<file path="src/rtl/outer_seq_pkg.sv">
// -----------------------------------------------------------------------------
// outer_seq_pkg
// Shared definitions for the blitter outer-loop sequencer. This package holds
// the outer count width and the sequencer state encoding, so the top and the
// down counter agree on both.
// Configuration macro used by importers: OUTER_ADDR_UPD_EN
// (when it is defined, the UPDATE state is used between lines).
// -----------------------------------------------------------------------------
package outer_seq_pkg;

  // Width of the outer (line) count.
  localparam int CNT_W = 16;

  // Sequencer states. ST_UPDATE is only reached when OUTER_ADDR_UPD_EN is set.
  typedef enum logic [2:0] {
    ST_IDLE   = 3'd0,
    ST_LOAD   = 3'd1,
    ST_RUN    = 3'd2,
    ST_WAIT   = 3'd3,
    ST_STEP   = 3'd4,
    ST_UPDATE = 3'd5,
    ST_DONE   = 3'd6
  } state_e;

endpackage

</file>
<file path="src/rtl/outer_dcnt.sv">
// -----------------------------------------------------------------------------
// outer_dcnt
// A loadable CNT_W-bit down counter with a zero flag. It holds the outer line
// count of the sequencer.
// Ports:
//   clk_i      in   clock; the count changes on the rising edge
//   resetl_i   in   asynchronous active-low reset; clears the count to 0
//   load_i     in   load load_val_i. Load has priority over ena_i.
//   ena_i      in   decrement by one. This is ignored while the count is 0.
//   load_val_i in   value to load
//   count_o    out  current count
//   zero_o     out  combinational flag: count_o == 0
// -----------------------------------------------------------------------------
module outer_dcnt
  import outer_seq_pkg::*;
(
  input  logic             clk_i,
  input  logic             resetl_i,
  input  logic             load_i,
  input  logic             ena_i,
  input  logic [CNT_W-1:0] load_val_i,
  output logic [CNT_W-1:0] count_o,
  output logic             zero_o
);

  logic [CNT_W-1:0] cnt_q;
  logic [CNT_W-1:0] cnt_d;

  // Next count. The zero guard means the counter can never wrap to all ones,
  // even if a caller asserts ena_i while the count is already 0.
  always_comb begin
    cnt_d = cnt_q;
    if (load_i) begin
      cnt_d = load_val_i;
    end else if (ena_i && !zero_o) begin
      cnt_d = cnt_q - CNT_W'(1);
    end
  end

  // Count register.
  always_ff @(posedge clk_i or negedge resetl_i) begin
    if (!resetl_i) begin
      cnt_q <= '0;
    end else begin
      cnt_q <= cnt_d;
    end
  end

  // The zero flag is a NOR reduction of the count. It has no register.
  assign zero_o  = ~|cnt_q;
  assign count_o = cnt_q;

endmodule

</file>
<file path="src/rtl/outer_seq.sv">
// -----------------------------------------------------------------------------
// outer_seq
// Blitter outer-loop sequencer. It runs one "line" at a time:
//   - it launches the inner loop,
//   - it waits for the inner loop to finish,
//   - it steps the line count down by one,
//   - when OUTER_ADDR_UPD_EN is defined, it strobes the address registers for
//     UPD_CYCLES cycles before the next line starts.
// When the last line finishes, it pulses done.
//
// Configuration macro: OUTER_ADDR_UPD_EN
//   defined   -> the UPDATE state and its 4-bit cycle counter are built.
//   undefined -> STEP goes straight to RUN, a_upd is tied to 0, and
//                UPD_CYCLES is only range-checked.
//
// Parameters:
//   UPD_CYCLES  number of cycles spent in UPDATE for each line (1..15)
// Ports:
//   clk         in   clock
//   resetl      in   asynchronous active-low reset
//   start       in   one-cycle request to begin a block. It is ignored while busy.
//   stop        in   abort. It returns to IDLE and gives no done pulse.
//   count_in    in   number of lines. It is sampled on the start cycle.
//   inner_done  in   pulse from the inner loop: the current line is finished
//   inner_go    out  one-cycle pulse that launches the inner loop for one line
//   a_upd       out  high during every UPDATE cycle
//   busy        out  high in every state except IDLE
//   done        out  one-cycle pulse on normal completion
//   outer0      out  high when ocount == 0 (combinational)
//   ocount      out  current outer count
// -----------------------------------------------------------------------------
module outer_seq
  import outer_seq_pkg::*;
#(
  parameter int UPD_CYCLES = 2
) (
  input  logic             clk,
  input  logic             resetl,
  input  logic             start,
  input  logic             stop,
  input  logic [CNT_W-1:0] count_in,
  input  logic             inner_done,
  output logic             inner_go,
  output logic             a_upd,
  output logic             busy,
  output logic             done,
  output logic             outer0,
  output logic [CNT_W-1:0] ocount
);

  // Reject an out-of-range update length at elaboration time.
  if (UPD_CYCLES < 1 || UPD_CYCLES > 15) begin : g_bad_upd_cycles
    $error("outer_seq: UPD_CYCLES must be in 1..15");
  end

  state_e state_q;
  state_e state_d;

  logic inner_go_q;
  logic busy_q;
  logic done_q;

  logic cnt_load;
  logic cnt_ena;
  logic last_line;

  // The line counter is loaded on an accepted start. It is decremented only
  // when the sequencer leaves STEP. STEP cannot be reached with a count of 0,
  // so the count never wraps.
  assign cnt_load  = (state_q == ST_IDLE) && start && !stop;
  assign cnt_ena   = (state_q == ST_STEP) && !stop;
  assign last_line = (ocount == CNT_W'(1));

  outer_dcnt u_dcnt (
    .clk_i      (clk),
    .resetl_i   (resetl),
    .load_i     (cnt_load),
    .ena_i      (cnt_ena),
    .load_val_i (count_in),
    .count_o    (ocount),
    .zero_o     (outer0)
  );

`ifdef OUTER_ADDR_UPD_EN
  localparam logic [3:0] UPD_LAST = 4'(UPD_CYCLES - 1);

  logic [3:0] upd_cnt_q;
  logic [3:0] upd_cnt_d;
  logic       a_upd_q;

  // Count the cycles spent in UPDATE. The counter is held at 0 in every other
  // state, so each new burst starts from zero.
  always_comb begin
    upd_cnt_d = 4'd0;
    if (state_q == ST_UPDATE && state_d == ST_UPDATE) begin
      upd_cnt_d = upd_cnt_q + 4'd1;
    end
  end

  // UPDATE cycle counter register.
  always_ff @(posedge clk or negedge resetl) begin
    if (!resetl) begin
      upd_cnt_q <= 4'd0;
    end else begin
      upd_cnt_q <= upd_cnt_d;
    end
  end

  assign a_upd = a_upd_q;
`else
  assign a_upd = 1'b0;
`endif

  // Next-state logic. Stop overrides every other transition. A start pulse is
  // only acted on in IDLE.
  always_comb begin
    state_d = state_q;
    if (stop) begin
      state_d = ST_IDLE;
    end else begin
      unique case (state_q)
        ST_IDLE:   if (start) state_d = ST_LOAD;
        ST_LOAD:   state_d = outer0 ? ST_DONE : ST_RUN;
        ST_RUN:    state_d = ST_WAIT;
        ST_WAIT:   if (inner_done) state_d = ST_STEP;
`ifdef OUTER_ADDR_UPD_EN
        ST_STEP:   state_d = last_line ? ST_DONE : ST_UPDATE;
        ST_UPDATE: if (upd_cnt_q == UPD_LAST) state_d = ST_RUN;
`else
        ST_STEP:   state_d = last_line ? ST_DONE : ST_RUN;
`endif
        ST_DONE:   state_d = ST_IDLE;
        default:   state_d = ST_IDLE;
      endcase
    end
  end

  // State register. The outputs are registered here and decoded from the next
  // state, so each strobe is high for exactly the cycles spent in its state.
  always_ff @(posedge clk or negedge resetl) begin
    if (!resetl) begin
      state_q    <= ST_IDLE;
      inner_go_q <= 1'b0;
      busy_q     <= 1'b0;
      done_q     <= 1'b0;
`ifdef OUTER_ADDR_UPD_EN
      a_upd_q    <= 1'b0;
`endif
    end else begin
      state_q    <= state_d;
      inner_go_q <= (state_d == ST_RUN);
      busy_q     <= (state_d != ST_IDLE);
      done_q     <= (state_d == ST_DONE);
`ifdef OUTER_ADDR_UPD_EN
      a_upd_q    <= (state_d == ST_UPDATE);
`endif
    end
  end

  assign inner_go = inner_go_q;
  assign busy     = busy_q;
  assign done     = done_q;

endmodule

</file>
<file path="config.mk">
export PLATFORM = sky130hd
export DESIGN_NAME = outer_seq
export DESIGN_NICKNAME = d
export VERILOG_FILES = /design/src/rtl/outer_seq_pkg.sv /design/src/rtl/outer_dcnt.sv /design/src/rtl/outer_seq.sv
export SDC_FILE = /design/constraint.sdc
export NUM_CORES = 1
export LEC_CHECK = 0
export CAP_MARGIN = 20
export CORE_ASPECT_RATIO = 0.75
export CORE_MARGIN = 10
export CORE_UTILIZATION = 35
export CTS_CLUSTER_SIZE = 12
export DETAILED_ROUTE_END_ITERATION = 10
export DONT_BUFFER_PORTS = 1
export HOLD_SLACK_MARGIN = 0.02
export SLEW_MARGIN = 30
export SYNTH_ARGS = -nofsm -noshare
export SYNTH_HDL_FRONTEND = slang
export SYNTH_SLANG_ARGS = --single-unit
</file>
<file path="constraint.sdc">
create_clock -name clk -period 2.5 [get_ports clk]
set_input_delay 0.375 -clock clk [delete_from_list [all_inputs] [get_ports clk]]
set_output_delay 0.375 -clock clk [all_outputs]
set_load 0.02 [all_outputs]
</file>
-- Word-level counts from Yosys, hierarchy flattened
Cells that the tools add are included.
- flip-flop bits (word level): 22
- input port bits: 21
- add/subtract/negate cells: 1
- eq/ne operators: 7
- mux-type cells: 8
- reductions and logical operators: 10
- operators by type and width (operator ; number):
    $mux W16 ; 2
    $eq A16 B1 Y1 const B ; 1
    $reduce_or A16 Y1 ; 1
    $sub A16 B1 Y16 const B ; 1
    $mux W3 ; 5
    $pmux W3 S5 ; 1
    $eq A3 B2 Y1 const B ; 3
    $eq A3 B3 Y1 const B ; 2
    $logic_and A1 B1 Y1 ; 4
    $eq A3 B1 Y1 const B ; 1
    $logic_not A3 Y1 ; 1
    $reduce_bool A3 Y1 ; 1
    $logic_not A1 Y1 ; 2
    $reduce_bool A2 Y1 ; 1

-- Longest topological paths before layout
Gate-level depths: netlist of run 1.
- depth in word-level cells: 5
- mapped depth: 8
- gate-level depth less buffers: 7

-- Hierarchy
Synthesis of run 1 repeated with hierarchy kept, for this count alone.
- cells, all modules: 158
- area total of the unflattened synthesis: 1392.6 um^2
- modules (own cells, without submodules) (module ; times used ; cells each ; area each (um^2) ; seq. area each (um^2)):
    outer_dcnt ; 1 ; 124 ; 1046.0 ; 400.4
    outer_seq ; 1 ; 34 ; 346.6 ; 150.1

-- Worst setup path after synthesis of run 1
No wires, ideal clock.
- path kind: flip-flop to flip-flop
- start: reg u_dcnt.cnt_q[0] (netlist: u_dcnt.count_o[0])
- end: reg u_dcnt.cnt_q[1] (netlist: u_dcnt.count_o[1])
- library setup time: 125 ps
- data arrival time: 2336 ps
- required time: 2375 ps
- slack: 39 ps
- cell stages (with the launch flop): 9
- path buffers: 1
- cells stage by stage: dfrtp_1 inv_1 ha_1 or4b_2 and4bb_2 buf_2 nor2b_1 mux2i_1 mux2_2
- cells in the longest elaborated chain, start to end: 3
- elaborated cells on any way between the ends: 6
- those cells by class: add/sub (1); mux (2); reduce/logical (3)
- ends and longest elaborated chain (element ; line ; RTL):
    start, declared ; outer_dcnt.sv:26 ; logic [CNT_W-1:0] cnt_q;
    start signal, assigned ; outer_dcnt.sv:45 ; cnt_q <= cnt_d;
    $sub A16 B1 Y16 / $reduce_or A16 Y1 (equally long branches) ; outer_dcnt.sv:36, outer_dcnt.sv:50 ;
    $mux W16 / $logic_and A1 B1 Y1 (equally long branches) ; outer_dcnt.sv:35 ; end else if (ena_i && !zero_o) begin
    $mux W16 / $reduce_bool A2 Y1 (equally long branches) ; -- ;
Parallel ways exist; a longest one is shown, timed or not. The select of a mux whose other input is x is not followed.
A chain may end at the register's enable or synchronous reset.

-- Worst setup path in the final report of run 1
- start: reg u_dcnt.cnt_q[1] (netlist: u_dcnt.count_o[1])
- end: out outer0
- cells in the longest elaborated chain, start to end: 2
- ends and longest elaborated chain (element ; line ; RTL):
    $reduce_or A16 Y1 ; outer_dcnt.sv:50 ; assign zero_o = ~|cnt_q;
    $logic_not A1 Y1 ; outer_dcnt.sv:50 ;
    end, declared ; outer_seq.sv:47 ; output logic outer0,
Every way passes these cells.

==> flow_summary.yaml, run 1 <==
grt:
  grt_start_max_net_pins: 23
  grtUsageTotal_pct: 10.7
  antenna_found_initial: 0
  grt_pass1_wl_um: 5730
  grt_overflow: 0
  grt_pass1_vias: 1127
layout:
  final_util_pct: 40.4
  layout-drive-gt1-share_pct: 16.1
  num_antenna_cells: 0
  area_delta_synth_final_pct: 12.6
  nets: 174
  final_cell_area_um2: 1470
sta:
  final_hold_viol_count: 0
  worst_clock_skew_ns: 0.00372
  fin_tns_setup_ns: 0
  rsz0062_at_grt: "false"
  worst_pin_slew_ns: 0.517
  max_freq_mhz: 409
  finalSetupViolations: 0
  postLayoutSetupSlackWorst_ns: 0.0571
  final.min_clock_period_ns: 2.44
  maxSlewViolCount: 0
  min_period_over_period_pct: 97.7
  relSlewSlack_pct: 65.3
yosys:
  yosys.area.top_type_share_pct: 42.2
  yosysSeqAreaShare_pct: 42.2
  synth_area_leaders: "dfrtp_1 42%, xnor2_1 8.7%, nor2_1 6.3%"
  netlist_instances: 141
  synth_flop_cell: "dfrtp_1"
  synth_top_area_cell: "dfrtp_1"
  synth.avg_cell_area_um2: 9.26
  synth_fp_nets: 165
  syn_area_um2: 1310
  ys_async_sr_fraction_pct: 100
  synth_edf_count: 0
  synthesis.yosys.warnings: 0
  synth-seq-cells: 22
  synthDistinctLibCells: 40
worst_setup_path:
  cp.arrival_ns: 2.07
  crit_type: "reg2out"
  required_ns: 2.12
  startpoint_type: "flop"
  setup.worst_path.end_class: "output port"
  cp_max_fo: 4
route:
  dr.pass1.iters: 4
  wl_per_cell_um: 17.4
  via_count: 1085
  dr.first_iter.drc_count: 77
  via_per_inst: 5.40
  postRouteAntennaNets: 0
  wl_um: 3500
  drc_errors: 0
placed_design:
  place_congestion: 0.825
  placed_area_um2: 1400
  placement.io_buffers: 0
  dpl.hpwl_um: 2730
  pre_cts_ws_ns: 0.130
cts:
  clk_pin_slew_worst_paths_ns: 0.08
  clk_latency_ns: 0.26
  cts_buffers: 3
  cts-root-buf: "clkbuf_8"
  clockBufferDepth: 2
  cts_sinks: 22
  h-tree-depth: 1
  cts_tree: "done"
floorplanning:
  die_y_um: 72.9
  start_util_pct: 35.9
  std_cell_rows: 19
  die-area_um2: 6600
  die_width_um: 90.5
  ioPinCount: 42
  fp.coreArea_um2: 3640
hold_path:
  worstHoldPathType: "in2async"
run:
  maxCapViolCount: 0
power_and_ir_drop:
  p_leak_nw: 0.557
  vdd_drop_max_uv: 427
  totalPowerFinal_mw: 1.12
  p_per_area_nw_per_um2: 759
outcome:
  status: "finished clean"
==> placed cells by master, fill, tap and decap left out, types with 2 or more instances in the layout <==
master / instances
inv_1: 3
clkbuf_8: 4
or3_1: 2
dfrtp_1: 22
nor4_1: 7
a21oi_1: 15
ha_1: 2
nor2b_1: 4
nand3_1: 3
nand4_1: 2
nand2_1: 4
xnor2_1: 13
nor3_1: 8
nor2_1: 22
buf_4: 10
o21ai_0: 2
or4_1: 2
==> report_power, final <==
part	switching, mW	internal [mW]
Clock	0.115	0.140
Combinational	0.179	0.130
Sequential	0.128	0.424
Total	0.421	0.694
==> worst max-delay path, stage by stage (launching register included) <==
cell	delay, ns
dfrtp_1	0.38
inv_1	0.12
ha_2	0.23
or4b_2	0.61
and4bb_4	0.33
buf_4	0.15
==> logic make-up after synthesis <==
family	count (synthesis)	share of synthesized area [%]
mux	2	1.63
fa+ha+maj	3	2.88
xor+xnor	13	8.72
compound gates	25	12.1
simple gates	65	28.1
other cells	1	0.287
buf+inv	10	4.12
flops	22	42.2
==> metrics by stage <==
step	cells	hold WS [ns]
after floorplan	141	0.0794
after global placement	195	0.0801
after detailed placement	195	0.0802
after CTS	201	0.189
after global routing	201	0.108
final	201	0.0737
==> area by class of cell <==
class | instances | area, µm²
Timing Repair Buffer | 11 | 80.1
Tap cell | 52 | 65.1
Multi-Input combinational cell | 109 | 707
Sequential cell | 22 | 551
Inverter | 3 | 11.3
Clock buffer | 4 | 55.1
Fill cell | 375 | 2170
==> per-layer routing <==
layer / global-route usage [%] / vias to the layer above / share of wire (%) / wire length (µm)
met3: 5.76 / 6 / 8.3 / 292
met5: 0 / - / 0 / 0
met2: 16.7 / 28 / 47 / 1650
met4: 3.35 / 0 / 1.1 / 38
met1: 12.4 / 527 / 43 / 1520
li1: - / 524 / - / -
==> registers in the layout, summed over array words and instances (netlist names) <==
register	count
u_dcnt.count_o	16
state_q	3
busy	1
done	1
inner_go	1
==> cells in the mapped netlist, types with 2 or more instances <==
cell type and instances:
clkbuf_1 2, nor4_1 7, o21ai_0 2, inv_1 3, or4_1 2, buf_2 3, nand3_1 3, and4bb_2 2
nand2_1 4, nor3_1 8, nand4_1 2, nor2b_1 4, ha_1 3, a21oi_1 15, dfrtp_1 22, nor2_1 22
xnor2_1 13, or3_1 2
==> worst paths after layout <==
kind / start / to / slack, ns / cells after the start
worst max-delay path: u_dcnt.count_o[1]$_DFFE_PN0P_ / outer0 / 0.06 / 5
worst min-delay path: resetl / u_dcnt.count_o[11]$_DFFE_PN0P_ / 0.07 / 1
worst max register to register: u_dcnt.count_o[1]$_DFFE_PN0P_ / u_dcnt.count_o[1]$_DFFE_PN0P_ / 0.12 / 8
worst min register to register: state_q[2]$_DFF_PN0_ / state_q[0]$_DFF_PN0_ / 0.66 / 1
max in group asynchronous: resetl / u_dcnt.count_o[1]$_DFFE_PN0P_ / 2.08 / 1
min in group clk: stop / state_q[0]$_DFF_PN0_ / 0.19 / 1
==> repair_timing <==
| item | in CTS | in global routing |
|---|---|---|
| hold buffers | 1 | 0 |
| gates resized for setup | 1 | 1 |
| pin swaps | 1 | 0 |
| hold endpoints to repair | 22 | 0 |
| setup buffers | 1 | 0 |
| setup endpoints to repair | 1 | 1 |
Note: power is estimated with default switching activity, not from simulation.
==> run 2, diff against run 1 <==
Settings changed: HOLD_SLACK_MARGIN 0.02 to 0.12, SLEW_MARGIN 30 to unset.
==> flow_summary.yaml, run 2 (synthesis gave the netlist of run 1 again) <==
route:
  wl_um: 3520
  drc_errors: 0
  via_per_inst: 5.43
  dr.pass1.iters: 4
  postRouteAntennaNets: 0
  via_count: 1097
  dr.first_iter.drc_count: 85
  wl_per_cell_um: 17.4
layout:
  most-common-layout-cells: "22 x nor2_1, 22 x dfrtp_1, 15 x a21oi_1"
  num_antenna_cells: 0
  final_cell_area_um2: 1490
  layout-drive-gt1-share_pct: 16.0
  area_delta_synth_final_pct: 14.1
  stdcell_count: 202
  final_util_pct: 40.9
  fill_cells: 373
  nets: 175
  largest_reg_flops: 16
sta:
  relSlewSlack_pct: 63.6
  worst_pin_slew_ns: 0.541
  final_hold_viol_count: 0
  hold_slack_ns: 0.188
  max_freq_mhz: 408
  postLayoutSetupSlackWorst_ns: 0.0502
  fin_tns_setup_ns: 0
  finalSetupViolations: 0
  rsz0062_at_grt: "false"
  final.min_clock_period_ns: 2.45
  maxSlewViolCount: 0
  worst_clock_skew_ns: 0.00457
  min_period_over_period_pct: 98.0
worst_setup_path:
  crit_chain: "inv_1 > ha_2 > or4b_2 > and4bb_4 > buf_4"
  cp_top_family: "simple AND/OR/NAND/NOR gates"
  max_stage_delay_ns: 0.61
  required_ns: 2.12
  startpoint_type: "flop"
  cp.arrival_ns: 2.07
  cp_max_fo: 4
  cp_num_buf_inv: 2
  crit_type: "reg2out"
  cp_slowest_cell: "or4b_2"
  setup.worst_path.end_class: "output port"
cts:
  clk_pin_slew_worst_paths_ns: 0.08
  cts_sinks: 22
  clockBufferDepth: 2
  clk_latency_ns: 0.26
  cts_tree: "done"
  h-tree-depth: 1
  cts_buffers: 3
  cts-root-buf: "clkbuf_8"
power_and_ir_drop:
  totalPowerFinal_mw: 1.12
  power_frac_comb_pct: 27.9
  p_int_mw: 0.697
  switchingPower_mw: 0.423
  swShare_pct: 37.7
  power_frac_seq_pct: 49.2
  vdd_drop_max_uv: 427
  clockPowerShare_pct: 22.9
  p_per_area_nw_per_um2: 752
  p_leak_nw: 0.565
placed_design:
  dpl.hpwl_um: 2730
  placed_area_um2: 1400
  placement.io_buffers: 0
  place_congestion: 0.825
  pre_cts_ws_ns: 0.130
  dp_cells: 195
floorplanning:
  std_cell_rows: 19
  die-area_um2: 6600
  die_width_um: 90.5
  start_util_pct: 35.9
  fp.coreArea_um2: 3640
  die_y_um: 72.9
  ioPinCount: 42
run:
  maxCapViolCount: 0
grt:
  antenna_found_initial: 0
  grt_overflow: 0
  grt_pass1_vias: 1127
  grt_pass1_wl_um: 5730
  grt_start_max_net_pins: 23
  grtUsageTotal_pct: 10.7
outcome:
  status: "finished clean"
hold_path:
  worstHoldPathType: "in2reg"
[run 2: cell count changes in the layout (fill, tap and decap cells not counted), sizes merged]
cell         delta
dlygate4sd3     +1
[run 2: worst register-to-register path: cells and delay by family, from the launching register on]
kind,cells,cell delay (ns)
and+or+nand+nor,3,1.03
DFF,1,0.38
muxes,2,0.38
buffers and inverters,2,0.26
adders and majority gates,1,0.23
[run 2: what timing repair did]
action / in CTS / in global routing
hold buffers: 1 / 0
setup buffers: 1 / 0
setup endpoints to repair: 1 / 1
pin swaps: 1 / 0
gates resized for setup: 1 / 1
hold endpoints to repair: 22 / 0
[run 2: cell type report]
cell class	instances	area (µm²)	share of cell area (%)
Inverter	3	11.3	0.756
Clock buffer	4	55.1	3.70
Multi-Input combinational cell	109	707	47.5
Tap cell	52	65.1	4.37
Sequential cell	22	551	37.0
Timing Repair Buffer	12	100	6.72
[run 2: final timing paths]
path	start	endpoint	slack [ns]	depth (start not counted)
worst max-delay path	u_dcnt.count_o[1]$_DFFE_PN0P_	outer0	0.05	5
worst min-delay path	stop	state_q[0]$_DFF_PN0_	0.19	1
worst max register to register	u_dcnt.count_o[1]$_DFFE_PN0P_	u_dcnt.count_o[1]$_DFFE_PN0P_	0.11	8
worst min register to register	state_q[2]$_DFF_PN0_	state_q[0]$_DFF_PN0_	0.65	1
max in group asynchronous	resetl	u_dcnt.count_o[1]$_DFFE_PN0P_	1.51	2
min in group asynchronous	resetl	u_dcnt.count_o[11]$_DFFE_PN0P_	0.52	1
[run 2: per-layer routing]
layer / vias up / global-route usage [%] / part of all wire [%]
met5: - / 0 / 0
met4: 0 / 3.35 / 1.1
met3: 7 / 5.76 / 9.1
met2: 41 / 16.7 / 48
met1: 524 / 12.4 / 42
li1: 525 / - / -
[run 2: power by group through the flow]
stage / clock (mW) / combinational (mW) / sequential [mW]
floorplan: 0 / 0.152 / 0.594
global placement: 0 / 0.286 / 0.556
detailed placement: 0 / 0.299 / 0.560
CTS: 0.264 / 0.310 / 0.553
global route: 0.276 / 0.347 / 0.564
finish: 0.256 / 0.312 / 0.551
==> run 3, diff against run 2 <==
Settings changed: CORE_UTILIZATION 35 to 60, PLACE_DENSITY set to 0.76.
==> flow_summary.yaml, run 3 (synthesis gave the netlist of run 1 again) <==
outcome:
  status: "finished clean"
sta:
  worst_clock_skew_ns: 0.0121
  maxSlewViolCount: 0
  final_hold_viol_count: 0
  max_freq_mhz: 410
  worst_pin_slew_ns: 0.560
  postLayoutSetupSlackWorst_ns: 0.0605
  relSlewSlack_pct: 62.5
  hold_slack_ns: 0.145
  finalSetupViolations: 0
  min_period_over_period_pct: 97.6
  final.min_clock_period_ns: 2.44
grt:
  grtUsageTotal_pct: 14.9
  antenna_found_initial: 0
  grt_overflow: 0
  grt_pass1_wl_um: 5250
  grt_start_max_net_pins: 23
  grt_pass1_vias: 1080
worst_setup_path:
  setup.worst_path.end_class: "output port"
  required_ns: 2.12
  crit_type: "reg2out"
  cp.arrival_ns: 2.06
  cp_max_fo: 4
  startpoint_type: "flop"
floorplanning:
  fp.coreArea_um2: 2030
  std_cell_rows: 14
  die_y_um: 60.4
  start_util_pct: 64.2
  ioPinCount: 42
  die_width_um: 73.9
  die-area_um2: 4460
layout:
  stdcell_count: 178
  nets: 179
  largest_reg_flops: 16
  area_delta_synth_final_pct: 12.8
  most-common-layout-cells: "22 x nor2_1, 22 x dfrtp_1, 15 x a21oi_1"
  num_antenna_cells: 0
  layout-drive-gt1-share_pct: 19.5
  final_cell_area_um2: 1470
hold_path:
  worstHoldPathType: "in2reg"
route:
  wl_um: 3420
  dr.pass1.iters: 4
  dr.first_iter.drc_count: 58
  via_per_inst: 6.28
  postRouteAntennaNets: 0
  drc_errors: 0
  via_count: 1118
  wl_per_cell_um: 19.2
placed_design:
  place_congestion: 0.808
  placed_area_um2: 1370
  pre_cts_ws_ns: 0.117
  placement.io_buffers: 0
  dp_cells: 168
  dpl.hpwl_um: 2500
cts:
  clockBufferDepth: 2
  cts_tree: "done"
  cts_buffers: 3
  clk_pin_slew_worst_paths_ns: 0.11
  cts-root-buf: "clkbuf_4"
  h-tree-depth: 1
  cts_sinks: 22
  clk_latency_ns: 0.31
power_and_ir_drop:
  vdd_drop_max_uv: 561
  p_leak_nw: 0.574
  p_per_area_nw_per_um2: 741
run:
  maxCapViolCount: 0
run 3: cell count changes in the layout (fill, tap and decap cells not counted):
cell,delta
buf_4,+4
buf_6,+1
buf_8,-1
clkbuf_4,+3
clkbuf_8,-3
ha_2,-1
ha_4,+1
inv_1,-2
inv_2,+2
run 3: layout make-up:
class / instances / area (µm²)
timing repair buffer: 16 / 126
inverter: 3 / 11.3
clock buffer: 4 / 36.3
sequential: 22 / 551
fill: 161 / 561
tap: 24 / 30.0
multi-input combinational: 109 / 717
run 3: timing repair:
item / 4_1_cts / 5_1_grt
endpoints found under the setup margin: 1 / 2
hold buffers: 1 / 0
pin swaps: 1 / 0
endpoints found under the hold margin: 22 / 0
buffers inserted: 1 / 3
resized for setup: 2 / 3
run 3: final timing paths:
| path | start | slack [ns] | to | cells past startpoint |
|---|---|---|---|---|
| max | u_dcnt.count_o[1]$_DFFE_PN0P_ | 0.06 | outer0 | 5 |
| min | stop | 0.15 | state_q[0]$_DFF_PN0_ | 1 |
| max reg2reg | u_dcnt.count_o[1]$_DFFE_PN0P_ | 0.15 | u_dcnt.count_o[1]$_DFFE_PN0P_ | 8 |
| min reg2reg | state_q[2]$_DFF_PN0_ | 0.68 | state_q[0]$_DFF_PN0_ | 1 |
| max in group asynchronous | resetl | 1.52 | u_dcnt.count_o[0]$_DFFE_PN0P_ | 2 |
| min in group asynchronous | resetl | 0.47 | u_dcnt.count_o[7]$_DFFE_PN0P_ | 1 |
run 3: layer usage:
layer  vias up  wire (µm)  global-route usage, %
li1        527          -                      -
met5         -          0                      0
met3         6        363                   7.67
met2        50       1570                   23.2
met1       535       1470                   18.2
met4         0         25                   2.92
run 3: report_power, final:
| group | switching (mW) | total [mW] | internal, mW |
|---|---|---|---|
| sequential | 0.129 | 0.552 | 0.423 |
| clock | 0.108 | 0.197 | 0.0890 |
| combinational | 0.187 | 0.340 | 0.153 |
run 3: worst max-delay path, stage by stage (launching register included):
cell,delay [ns]
dfrtp_1,0.41
inv_2,0.11
ha_4,0.15
or4b_2,0.60
and4bb_4,0.34
buf_4,0.15
run 3: metrics by stage:
| stage | TNS (ns) | power [mW] | util (%) |
|---|---|---|---|
| floorplan | 0 | 0.746 | - |
| global placement | 0 | 0.836 | 67.3 |
| detailed placement | 0 | 0.850 | 67.3 |
| CTS | 0 | 1.06 | 70.3 |
| global route | -0.0128 | 1.15 | 72.4 |
| finish | 0 | 1.09 | 72.4 |
